## src/rtl/uart_fifo_sync_if.sv

```systemverilog
// Bus-side signal bundle of uart_fifo_sync: write/read handshakes, levels and status.
// The master drives requests and thresholds; the FIFO (slave) drives data and flags.
interface uart_fifo_sync_if #(
    parameter int WIDTH = 8,
    parameter int AW    = 8
);
    logic             CLEAR;
    logic             WE;
    logic [WIDTH-1:0] DATA;
    logic             RE;
    logic [WIDTH-1:0] Q;
    logic [AW:0]      AFULL_LEVEL;
    logic [AW:0]      AEMPTY_LEVEL;
    logic [AW:0]      COUNT;
    logic             FULL;
    logic             EMPTY;
    logic             AFULL;
    logic             AEMPTY;
    logic             OVERFLOW;
    logic             UNDERFLOW;

    modport master (
        output CLEAR, WE, DATA, RE, AFULL_LEVEL, AEMPTY_LEVEL,
        input  Q, COUNT, FULL, EMPTY, AFULL, AEMPTY, OVERFLOW, UNDERFLOW
    );

    modport slave (
        input  CLEAR, WE, DATA, RE, AFULL_LEVEL, AEMPTY_LEVEL,
        output Q, COUNT, FULL, EMPTY, AFULL, AEMPTY, OVERFLOW, UNDERFLOW
    );
endinterface

```

## src/rtl/uart_fifo_sync.sv

```systemverilog
// Single-clock parametrised FIFO for the CoreUART Tx/Rx paths, with occupancy count,
// programmable almost-full/empty levels, error pulses, flush and optional FWFT read.
module uart_fifo_sync #(
    parameter  int WIDTH = 8,
    parameter  int DEPTH = 256,
    parameter  int FWFT  = 0,
    localparam int AW    = $clog2(DEPTH)
) (
    input logic             CLOCK,
    input logic             RESET,
    uart_fifo_sync_if.slave bus
);
    localparam logic [AW:0] DEPTH_C = (AW + 1)'(DEPTH);

    logic [WIDTH-1:0] mem_q [DEPTH];
    logic [AW-1:0]    wptr_q, wptr_d;
    logic [AW-1:0]    rptr_q, rptr_d;
    logic [AW:0]      count_q, count_d;
    logic [WIDTH-1:0] q_q, q_d;
    logic             ovf_q, ovf_d;
    logic             udf_q, udf_d;

    logic             full, empty;
    logic             rd_acc, wr_acc, wr_en;
    logic [WIDTH-1:0] head;

    assign full  = (count_q == DEPTH_C);
    assign empty = (count_q == '0);
    assign head  = mem_q[rptr_q];

    always_comb begin
        rd_acc  = bus.RE && !empty;
        // A read frees the slot in the same edge, so a write to a full FIFO still lands.
        wr_acc  = bus.WE && (!full || rd_acc);
        wr_en   = wr_acc && !bus.CLEAR;
        wptr_d  = wptr_q;
        rptr_d  = rptr_q;
        count_d = count_q;
        ovf_d   = 1'b0;
        udf_d   = 1'b0;
        q_d     = q_q;

        if (bus.CLEAR) begin
            wptr_d  = '0;
            rptr_d  = '0;
            count_d = '0;
        end else begin
            if (wr_acc) wptr_d = wptr_q + AW'(1);
            if (rd_acc) rptr_d = rptr_q + AW'(1);
            case ({wr_acc, rd_acc})
                2'b10:   count_d = count_q + (AW + 1)'(1);
                2'b01:   count_d = count_q - (AW + 1)'(1);
                default: count_d = count_q;
            endcase
            ovf_d = bus.WE && !wr_acc;
            udf_d = bus.RE && !rd_acc;
        end

        // FWFT keeps a shadow of the presented word so Q holds once the FIFO drains.
        if (FWFT != 0) begin
            if (!empty) q_d = head;
        end else if (rd_acc && !bus.CLEAR) begin
            q_d = head;
        end
    end

    always_ff @(posedge CLOCK or negedge RESET) begin
        if (!RESET) begin
            wptr_q  <= '0;
            rptr_q  <= '0;
            count_q <= '0;
            q_q     <= '0;
            ovf_q   <= 1'b0;
            udf_q   <= 1'b0;
        end else begin
            wptr_q  <= wptr_d;
            rptr_q  <= rptr_d;
            count_q <= count_d;
            q_q     <= q_d;
            ovf_q   <= ovf_d;
            udf_q   <= udf_d;
        end
    end

    always_ff @(posedge CLOCK) begin
        if (wr_en) mem_q[wptr_q] <= bus.DATA;
    end

    assign bus.Q         = ((FWFT != 0) && !empty) ? head : q_q;
    assign bus.COUNT     = count_q;
    assign bus.FULL      = full;
    assign bus.EMPTY     = empty;
    assign bus.AFULL     = (count_q >= bus.AFULL_LEVEL);
    assign bus.AEMPTY    = (count_q <= bus.AEMPTY_LEVEL);
    assign bus.OVERFLOW  = ovf_q;
    assign bus.UNDERFLOW = udf_q;
endmodule

```

## src/flat_wrapper.sv

```systemverilog
// flat-port wrapper written by rule: the top's interface ports become plain ports
module uart_fifo_sync_flat 
#(
    parameter  int WIDTH = 8,
    parameter  int DEPTH = 256,
    parameter  int FWFT  = 0,
    localparam int AW    = $clog2(DEPTH)
)
  (CLOCK, RESET, bus_CLEAR, bus_WE, bus_DATA, bus_RE, bus_AFULL_LEVEL, bus_AEMPTY_LEVEL, bus_Q, bus_COUNT, bus_FULL, bus_EMPTY, bus_AFULL, bus_AEMPTY, bus_OVERFLOW, bus_UNDERFLOW);
  uart_fifo_sync_if #(.WIDTH(WIDTH), .AW(8)) bus_i ();
  input logic CLOCK;
  input logic RESET;
  input wire logic [$bits(bus_i.CLEAR)-1:0] bus_CLEAR;
  input wire logic [$bits(bus_i.WE)-1:0] bus_WE;
  input wire logic [$bits(bus_i.DATA)-1:0] bus_DATA;
  input wire logic [$bits(bus_i.RE)-1:0] bus_RE;
  input wire logic [$bits(bus_i.AFULL_LEVEL)-1:0] bus_AFULL_LEVEL;
  input wire logic [$bits(bus_i.AEMPTY_LEVEL)-1:0] bus_AEMPTY_LEVEL;
  output wire logic [$bits(bus_i.Q)-1:0] bus_Q;
  output wire logic [$bits(bus_i.COUNT)-1:0] bus_COUNT;
  output wire logic [$bits(bus_i.FULL)-1:0] bus_FULL;
  output wire logic [$bits(bus_i.EMPTY)-1:0] bus_EMPTY;
  output wire logic [$bits(bus_i.AFULL)-1:0] bus_AFULL;
  output wire logic [$bits(bus_i.AEMPTY)-1:0] bus_AEMPTY;
  output wire logic [$bits(bus_i.OVERFLOW)-1:0] bus_OVERFLOW;
  output wire logic [$bits(bus_i.UNDERFLOW)-1:0] bus_UNDERFLOW;
  assign bus_i.CLEAR = bus_CLEAR;
  assign bus_i.WE = bus_WE;
  assign bus_i.DATA = bus_DATA;
  assign bus_i.RE = bus_RE;
  assign bus_i.AFULL_LEVEL = bus_AFULL_LEVEL;
  assign bus_i.AEMPTY_LEVEL = bus_AEMPTY_LEVEL;
  assign bus_Q = bus_i.Q;
  assign bus_COUNT = bus_i.COUNT;
  assign bus_FULL = bus_i.FULL;
  assign bus_EMPTY = bus_i.EMPTY;
  assign bus_AFULL = bus_i.AFULL;
  assign bus_AEMPTY = bus_i.AEMPTY;
  assign bus_OVERFLOW = bus_i.OVERFLOW;
  assign bus_UNDERFLOW = bus_i.UNDERFLOW;
  uart_fifo_sync #(.WIDTH(WIDTH), .DEPTH(DEPTH), .FWFT(FWFT)) u_core (.CLOCK(CLOCK), .RESET(RESET), .bus(bus_i));
endmodule
```

## config.mk

```make
export PLATFORM = sky130hd
export DESIGN_NAME = uart_fifo_sync_flat
export DESIGN_NICKNAME = d
export VERILOG_FILES = /design/src/rtl/uart_fifo_sync_if.sv /design/src/rtl/uart_fifo_sync.sv /design/src/flat_wrapper.sv
export SDC_FILE = /design/constraint.sdc
export NUM_CORES = 2
export LEC_CHECK = 0
export BUFFER_PORTS_ARGS = -buffer_cell sky130_fd_sc_hd__buf_2
export CORE_MARGIN = 1
export CORE_UTILIZATION = 59
export DETAILED_ROUTE_END_ITERATION = 6
export GPL_ROUTABILITY_DRIVEN = 0
export PLACE_DENSITY = 0.8
export REMOVE_ABC_BUFFERS = 1
export SYNTH_ARGS = -nofsm -noshare
export SYNTH_HDL_FRONTEND = slang
export SYNTH_SLANG_ARGS = --single-unit
```

## constraint.sdc

```tcl
create_clock -name CLOCK -period 9.3 [get_ports CLOCK]
set_clock_uncertainty 0.15 [all_clocks]
set_input_delay 1.86 -clock CLOCK [delete_from_list [all_inputs] [get_ports CLOCK]]
set_output_delay 1.86 -clock CLOCK [all_outputs]
set_load 0.02 [all_outputs]
```

==> out/metrics.yaml <==
final_layout:
  layout_commonest_cell: "edfxtp_1"
  area_growth_pct: 10.1
  nFillCells: 8192
  layout.nets: 3996
  fin_cells: 5886
  layout_common_cells: "edfxtp_1, mux4_2, nor2_1, clkbuf_16, mux2i_1"
  final_util_pct: 65.4
  drive_gt1_share_pct: 22.7
drt:
  wl_per_cell_um: 34.3
  via_count: 41496
  viasPerCell: 7.05
  wl_um: 202000
  ant_nets: 0
  initialDrtViolationCount: 6288
  drc: 1
  dr.pass1.iters: 7
critical_path:
  worstPathCellList: "buf_2, inv_1, ha_1, nor2b_1, o21a_1, o21a_1, o21a_1, o21ai_0, nand2b_1, a21oi_1, o31a_1, buf_2"
  path_class: "in -> out"
  startpoint_type: "input pin"
  max_stage_delay_ns: 0.28
  cpMostUsedCell: "o21a_1"
  crit_fanout: 2
  cp-end-kind: "output pin"
  worstPathRequired_ns: 7.29
  worst_path_max_delay_cell: "ha_1"
  worstPathArrival_ns: 3.52
clock_tree:
  htreeDepth: 4
  clock_sinks: 2083
  ctsResizeCount: 0
  postCtsHoldBufs: 0
  cts_tree: "done"
  clk_pin_slew_ns: 0.06
  cts_made_buffers: 189
  cts_setup_buffers: 0
  cts.path.max_buffers: 3
  insertion_delay_ns: 0.85
  cts.root.buffer_cell: "clkbuf_16"
grt:
  use_met3_pct: 6.56
  grtUsageMet1_pct: 40.3
  grt_max_degree: 135
  grt_antenna_before_repair: 7
  met2_usage_pct: 45.3
  grt_pass1_vias: 41112
  grt-ovfl-total: 0
  top_usage_layer: "met2"
  grt_pass1_wl_um: 292000
  gr-usage-all-layers_pct: 29.2
floorplan:
  std_cell_rows: 136
  core-area_um2: 137000
  die_y_um: 374
  die_area_um2: 140000
  ioPinCount: 54
  die_w_um: 374
  start_util_pct: 59.4
yosys:
  synth_cell_type_count: 52
  syn_area_per_cell_um2: 21.1
  ys_ff_latch: 2083
  netlist_instances: 3864
  yosysTopAreaCellShare_pct: 75.3
  syn_area_um2: 81700
  ys.flop_type: "edfxtp_1"
  async_flop_share_pct: 1.68
  yosysSeqAreaShare_pct: 76.3
  ys_top_cells_by_area: "edfxtp_1, mux4_2, mux2i_1"
  yosys.area.top_type: "edfxtp_1"
  synth_edf_count: 2048
  yosys_warnings: 0
power:
  leakage_nw: 27.2
  power.density_nw_per_um2: 249
  ir_drop_mv: 0.193
timing:
  finalCritPeriodShare_pct: 59.5
  fmax_mhz: 181
  rsz0062_at_grt: "false"
  hold_viol: 0
  setup_viol: 0
  fin_setup_tns_ns: 0
  period_needed_ns: 5.53
  finalMaxSlewViolations: 0
  worst_pin_slew_ns: 1.27
  slew_headroom_pct: 14.7
  whs_ns: 0.470
placement:
  dpl.hpwl_um: 109000
  io_buffers: 53
  place_inst: 5537
status:
  outcome: "complete, but fails checks"
  violations: "design-rule violations"
job:
  maxCapViolCount: 0
worst_hold_path:
  worst_hold_path_type: "reg -> reg"
## cells in the mapped netlist, types with 16 or more instances
library cell / instances
nor3_1: 17
o21ai_0: 20
nor2_1: 291
buf_2: 43
buf_6: 16
buf_4: 24
nor2b_1: 20
nand2_1: 125
buf_1: 18
a21oi_1: 36
ha_1: 30
inv_1: 27
o221ai_1: 86
mux2i_1: 151
clkbuf_1: 131
mux4_2: 523
dfrtp_1: 35
a31oi_1: 16
a211oi_1: 32
and3_1: 17
edfxtp_1: 2048
## layout make-up
class,instances,area (um2),share of cell area (%)
multi-input combinational,1522,18100,20.2
sequential,2083,62400,69.4
timing repair buffer,111,833,0.927
antenna,1,2.50,0.00278
tap,1794,2240,2.50
clock buffer,244,5040,5.61
clock inverter,104,1170,1.30
inverter,27,101,0.113
## flip-flops by register name (all words and copies together), names as in the netlist
name                  flops
u_core.bus.Q              8
u_core.rptr_q             8
u_core.bus.UNDERFLOW      1
u_core.wptr_q             8
u_core.mem_q           2048
u_core.bus.OVERFLOW       1
u_core.bus.COUNT          9
## worst max-delay path, delay by kind of cell
family,cells,cell delay (ns)
and+or+nand+nor,2,0.21
buffers and inverters,3,0.28
AOI/OAI and AO/OA,6,0.92
adders and majority gates,1,0.28
## path summary, 6_finish.rpt
check                               startpoint                  end  slack [ns]  cells after the start
min in group asynchronous                RESET     u_core.rptr_q[5]        1.01                      1
max in group asynchronous                RESET     u_core.rptr_q[0]        7.29                      1
min                        u_core.bus.COUNT[5]  u_core.bus.COUNT[5]        0.47                      2
max reg2reg                   u_core.rptr_q[1]      u_core.bus.Q[4]        4.17                      8
max                        bus_AEMPTY_LEVEL[1]           bus_AEMPTY        3.77                     12
min reg2reg                u_core.bus.COUNT[5]  u_core.bus.COUNT[5]        0.47                      2
## through the flow
stage | cell area (um2) | setup slack [ns] | power [mW]
4_1_cts | 89900 | 3.76 | 22.4
5_1_grt | 89900 | 3.62 | 22.9
6_report | 89900 | 3.77 | 22.4
2_1_floorplan | 80600 | -14.02 | 14.2
3_5_place_dp | 83700 | 3.78 | 14.6
3_3_place_gp | 83700 | 3.74 | 14.6
## power breakdown
| group | switching, mW | internal, mW |
|---|---|---|
| logic | 2.13 | 1.88 |
| clock network | 3.46 | 4.45 |
| registers | 0.134 | 10.3 |
## metal layers
| metal | share of wire [%] | wire (um) |
|---|---|---|
| met1 | 36 | 72000 |
| met2 | 48 | 96200 |
| met3 | 12 | 23600 |
| met4 | 4.9 | 9840 |
| met5 | 0.020 | 40 |
## logic make-up (layout without fill, tap and decap cells)
kind of cell    Yosys count  count (layout)  share of synthesized area [%]
compound gates          270             270                           2.40
xor+xnor                 19              19                          0.204
fa+ha+maj                31              31                          0.484
buf+inv                 259             486                           1.51
flops                  2083            2083                           76.3
mux                     678             678                           16.3
other cells               0               1                              0
simple gates            524             524                           2.73
Note: power is estimated with default switching activity, not from simulation.
